<file path="src/rtl/regdump_pkg.sv">
// Shared constants and FSM encoding for the register-file dump reader.
package regdump_pkg;

  localparam int NUM_REGS = 32;
  localparam int ADDR_W   = 5;
  localparam int DATA_W   = 32;

  typedef enum logic [1:0] {
    IDLE,
    READ,
    SEND,
    DONE
  } regdump_state_t;

endpackage

</file>
<file path="src/rtl/reg_dump_reader.sv">
// Walks an inclusive, wrapping register range through one read port
// and streams (index, word) pairs over a valid/ready handshake.
module reg_dump_reader #(
  parameter int NUM_REGS = regdump_pkg::NUM_REGS,
  parameter int ADDR_W   = regdump_pkg::ADDR_W,
  parameter int DATA_W   = regdump_pkg::DATA_W
) (
  input  logic              clk,
  input  logic              rst_n,
  input  logic              start,
  input  logic              abort,
  input  logic [ADDR_W-1:0] first_reg,
  input  logic [ADDR_W-1:0] last_reg,
  output logic [ADDR_W-1:0] rd_addr,
  input  logic [DATA_W-1:0] rd_data,
  output logic              out_valid,
  input  logic              out_ready,
  output logic [DATA_W-1:0] out_data,
  output logic [ADDR_W-1:0] out_index,
  output logic              out_last,
  output logic              busy,
  output logic              done
);

  import regdump_pkg::*;

  regdump_state_t    state;
  logic [ADDR_W-1:0] cur;
  logic [ADDR_W-1:0] end_reg;
  logic [ADDR_W-1:0] nxt;

  assign nxt = ADDR_W'((32'(cur) + 32'd1) % NUM_REGS);

  // cur only moves on handshake, so the address stays put under stall
  assign rd_addr = (state == IDLE) ? '0 : cur;

  always_ff @(posedge clk) begin
    if (!rst_n) begin
      state     <= IDLE;
      cur       <= '0;
      end_reg   <= '0;
      out_valid <= 1'b0;
      out_data  <= '0;
      out_index <= '0;
      out_last  <= 1'b0;
      busy      <= 1'b0;
      done      <= 1'b0;
    end else if (abort) begin
      state     <= IDLE;
      out_valid <= 1'b0;
      busy      <= 1'b0;
      done      <= 1'b0;
    end else begin
      done <= 1'b0;
      case (state)
        IDLE: begin
          if (start) begin
            cur     <= first_reg;
            end_reg <= last_reg;
            busy    <= 1'b1;
            state   <= READ;
          end
        end
        READ: begin
          out_data  <= rd_data;
          out_index <= cur;
          out_last  <= (cur == end_reg);
          out_valid <= 1'b1;
          state     <= SEND;
        end
        SEND: begin
          if (out_ready) begin
            out_valid <= 1'b0;
            if (out_last) begin
              done  <= 1'b1;
              state <= DONE;
            end else begin
              cur   <= nxt;
              state <= READ;
            end
          end
        end
        DONE: begin
          busy  <= 1'b0;
          state <= IDLE;
        end
        default: state <= IDLE;
      endcase
    end
  end

endmodule

</file>
<file path="config.mk">
export PLATFORM = sky130hd
export DESIGN_NAME = reg_dump_reader
export DESIGN_NICKNAME = d
export VERILOG_FILES = /design/src/rtl/regdump_pkg.sv /design/src/rtl/reg_dump_reader.sv
export SDC_FILE = /design/constraint.sdc
export NUM_CORES = 1
export LEC_CHECK = 0
export CAP_MARGIN = 0
export CORE_UTILIZATION = 46
export DETAILED_ROUTE_END_ITERATION = 12
export GPL_ROUTABILITY_DRIVEN = 1
export GPL_TIMING_DRIVEN = 0
export PLACE_DENSITY_LB_ADDON = 0.12
export SYNTH_ARGS = -nofsm -noshare
export SYNTH_HDL_FRONTEND = slang
export SYNTH_SLANG_ARGS = --single-unit
</file>
<file path="constraint.sdc">
create_clock -name clk -period 4.8 [get_ports clk]
set_clock_uncertainty 0.1 [all_clocks]
set_input_delay 0.48 -clock clk [delete_from_list [all_inputs] [get_ports clk]]
set_output_delay 0.48 -clock clk [all_outputs]
set_load 0.03 [all_outputs]
</file>
## Word level (Yosys, flattened, before mapping)

Index checks and enable logic that the tools add are counted.
W data, S select, Z words.

| word-level totals | value |
|---|---|
| output and inout bits | 46 |
| register bits after elaboration | 53 |
| word-level logic and storage cells | 47 |

| cells by class | value |
|---|---|
| bitwise gates (word level) | 4 |
| add/subtract/negate cells | 1 |
| mux-type cells | 14 |
| equality and inequality tests | 7 |
| reduce and logical (&&, ||, !) cells | 12 |

Operators with widths:

| operator | number |
|---|---|
| $mux W5 | 4 |
| $pmux W5 S2 | 1 |
| $pmux W2 S4 | 1 |
| $reduce_and A2 Y1 | 4 |
| $mux W2 | 3 |
| $ne A2 B2 Y1 const B | 3 |
| $reduce_bool A2 Y1 | 3 |
| $add A5 B1 Y5 const B | 1 |
| $eq A5 B5 Y1 | 1 |
| $reduce_and A5 Y1 | 1 |
| $eq A2 B2 Y1 const B | 2 |
| $not A1 Y1 | 4 |
| $pmux W1 S2 | 2 |
| $reduce_or A4 Y1 | 1 |
| $mux W1 | 3 |
| $reduce_and A3 Y1 | 1 |
| $eq A2 B1 Y1 const B | 1 |
| $logic_not A2 Y1 | 1 |
| $reduce_or A2 Y1 | 1 |

## Longest topological paths before layout

| logic depth | value |
|---|---|
| word-level depth | 4 |
| depth in mapped cells | 7 |
| mapped depth without buffers | 5 |

## Worst setup path after synthesis

OpenSTA, ideal clock, no wires.

| path | value |
|---|---|
| kind | reg2out |
| start point | reg state[0] |
| end point | out rd_addr[0] |
| buffers on the path | 1 |
| data arrival time | 1.094 ns |
| required time | 4.220 ns |
| slack | 3.126 ns |
| cell stages (with the launch flop) | 4 |
| cells stage by stage | dfxtp_1 > buf_2 > nor2_1 > nor2b_1 |

| on the way | value |
|---|---|
| word-level cells in the longest chain between the ends | 2 |

Ends and longest elaborated chain:

| what | RTL line | source |
|---|---|---|
| start, declared | reg_dump_reader.sv:27 | `regdump_state_t state;` |
| start signal, assigned | reg_dump_reader.sv:39 | `state <= IDLE;` |
| start signal, assigned | reg_dump_reader.sv:49 | `state <= IDLE;` |
| start signal, assigned | reg_dump_reader.sv:61 | `state <= READ;` |
| $logic_not A2 Y1 | reg_dump_reader.sv:35 | `assign rd_addr = (state == IDLE) ? '0 : cur;` |
| $mux W5 | reg_dump_reader.sv:35 |  |
| end, declared | reg_dump_reader.sv:14 | `output logic [ADDR_W-1:0] rd_addr,` |

No other way between the ends.

## Worst setup path in the final report

| path | value |
|---|---|
| start point | reg state[0] |
| end point | out rd_addr[3] |

Same word-level chain as after synthesis.

==> impl_metrics.yaml <==
pwr:
  p_seq_frac: 0.537
  internal_power_uw: 650.7
  fin_total_pwr_uw: 857.9
  p_comb_frac: 0.143
  pwr-share-clk: 0.320
  p_sw_uw: 207.2
  powerDensity_nw_per_um2: 258.4
  p_sw_frac: 0.2415
  vdd_drop_max_mv: 0.1683
  p_leak_uw: 0.001163
cts:
  postCtsHoldBufs: 0
  cts_made_buffers: 5
  post-cts-setup-buffers: 0
  ctsHtreeMaxLevel: 2
  cts_buffer_depth: 2
  ctsResizeCount: 0
  cts_tree: "done"
  cts-root-buf: "clkbuf_8"
  clk_pin_slew_ns: 0.09
  clock_sinks: 53
  clkLatencyLatePin_ns: 0.31
layout:
  drive_gt1_frac: 0.07022
  synthToLayoutAreaGrowth_pct: 48.71
  final_common_cell: "clkdlybuf4s50_1"
  fin_nets: 403
  regMostFlops: "out_data"
  postLayoutCellArea_um2: 3319
  multi_input_area_um2: 1086
  largest_reg_flops: 32
  regArea_um2: 1061
  final_cell_mix: "92 x clkdlybuf4s50_1, 83 x nand2_1, 53 x dfxtp_1, 35 x a21boi_0, 11 x nor2b_1"
  nFillCells: 380
  antenna_cells: 0
routing:
  firstDrtPassIters: 4
  met1_length_um: 2345
  drt_iter0_drc: 91
  wl_um: 5321
  vias: 2035
  via_per_inst: 4.988
  antenna_left: 0
  post_drt_wl_per_cell_um: 13.04
  wl_met2_um: 2584
  drc: 0
  highest_layer: "met4"
  met3_length_um: 303
critical_path:
  crit_path_max_incr_delay_ns: 0.68
  worstSetupPathType: "register to primary output"
  cp-start-kind: "register"
  slowest_stage: "clkdlybuf4s50_1"
  path_buf_inv: 2
  crit_fanout: 10
  crit_chain: "buf_2 -> nor2_1 -> nor2b_1 -> clkdlybuf4s50_1"
  critical_path_required_ns: 4.22
  end_kind: "primary output"
  worstSetupStartpoint: "state[0]"
  cp_top_family: "buffers and inverters"
  cp.arrival_ns: 1.89
  reg2reg_from: "out_last"
yosys:
  synth_seq_cells: 53
  syn_area_um2: 2232
  yosys_warnings: 0
  syn_inst: 256
  synth_edf_count: 0
  synth_nets: 304
  ys_seq_area_frac: 0.4753
  synth_top_area_share: 0.4753
  syn_avg_cell_area_um2: 8.719
  synth_top_area_cell: "dfxtp_1"
  synth_cell_type_count: 32
  ys_async_sr_fraction: 0
  ys.flop_type: "dfxtp_1"
  synth_area_leaders: "dfxtp_1 48%, nand2_1 14%, a21boi_0 12%"
sta:
  hold_viol_final: 0
  rsz0062_at_grt: "false"
  setup_viol: 0
  fmax_mhz: 405.7
  tightest_slew_ns: 0.5189
  slew_headroom: 0.6526
  fin_setup_tns_ns: 0
  slew_viol_final: 0
  period_share: 0.5136
  setup_slack_ns: 2.335
  min_period_ns: 2.465
floorplanning:
  pin_count: 93
  num_rows: 24
  die_height_um: 71.66
  die_w_um: 71.66
  core_area_um2: 4504
  start_util: 0.4956
  die-area_um2: 5135
run:
  cap_violations: 0
placement:
  dpl_cell_area_um2: 3218
  gp_congestion: 0.7675
  port_buffers: 92
  hpwl_um: 3917
  pre_cts_ws_ns: 2.556
global_routing:
  grt-ovfl-total: 0
  grt_max_degree: 16
  grt_first_pass_wirelength_um: 8921
  grt_pass1_vias: 1936
  antenna_found_initial: 0
  grt_use_total: 0.2236
hold_path:
  hold_path_class: "register to register"
  hold_start: "out_data[9]"
run_status:
  outcome: "complete, no violations"
-- Yosys cell counts (2+ instances only) --
cell type,count
a21boi_0,35
a21boi_1,4
a21oi_1,7
a31o_2,2
buf_2,8
clkbuf_1,7
dfxtp_1,53
inv_1,2
mux2i_1,7
nand2_1,83
nand2b_1,4
nand3_1,3
nor2_1,6
nor2b_1,11
nor3_1,3
o31ai_1,2
xnor2_1,2
xor2_1,3
-- metrics by stage --
stage | cells | utilization | hold WS (ns)
floorplan | 256 | - | 0.3865
global placement | 400 | 0.7144 | 0.3396
detailed placement | 400 | 0.7144 | 0.3450
CTS | 408 | 0.7369 | 0.3582
global route | 408 | 0.7369 | 0.3800
finish | 408 | 0.7369 | 0.3549
-- worst paths after layout --
| check | end | slack [ns] | cells past startpoint |
|---|---|---|---|
| hold / removal | out_data[9] | 0.35 | 2 |
| hold reg to reg | out_data[9] | 0.35 | 2 |
| setup / recovery | rd_addr[3] | 2.33 | 4 |
| setup reg to reg | cur[2] | 3.13 | 4 |
-- worst min-delay path, stage by stage, from the launching register on --
cell	delay (ns)
dfxtp_1	0.32
nand2_1	0.05
a21boi_1	0.05
-- layer usage --
layer  vias to the layer above  GRT usage
li1                       1039          -
met1                       931     0.2758
met2                        57     0.3753
met3                         8    0.06610
met4                         0    0.07190
met5                         -          0
-- power groups by stage --
stage	registers [µW]	clock network [µW]	logic, µW
after floorplan	482	0	45.6
after global placement	471	0	121
after detailed placement	471	0	123
after CTS	461	280	123
after global routing	463	294	132
final	461	275	122
-- logic make-up (layout without fill, tap and decap cells) --
kind of cell               count (synthesis)  in the layout  share of synthesized area
xor gates and xnor gates                   5              5                    0.01962
AOI/OAI and AO/OA                         55             55                     0.1867
DFF                                       53             53                     0.4753
muxes                                      7              7                    0.03139
buffers and inverters                     18            118                    0.03812
and+or+nand+nor                          117            117                     0.2433
adders and majority gates                  1              1                   0.005604
-- area by class of cell --
type | count | share of cell area
Multi-Input combinational cell | 185 | 0.3272
Sequential cell | 53 | 0.3196
Timing Repair Buffer | 92 | 0.2774
Clock buffer | 7 | 0.02902
Buffer | 16 | 0.02337
Tap cell | 52 | 0.01960
Inverter | 2 | 0.002262
Clock inverter | 1 | 0.001508
Note: power is estimated with default switching activity, not from simulation.
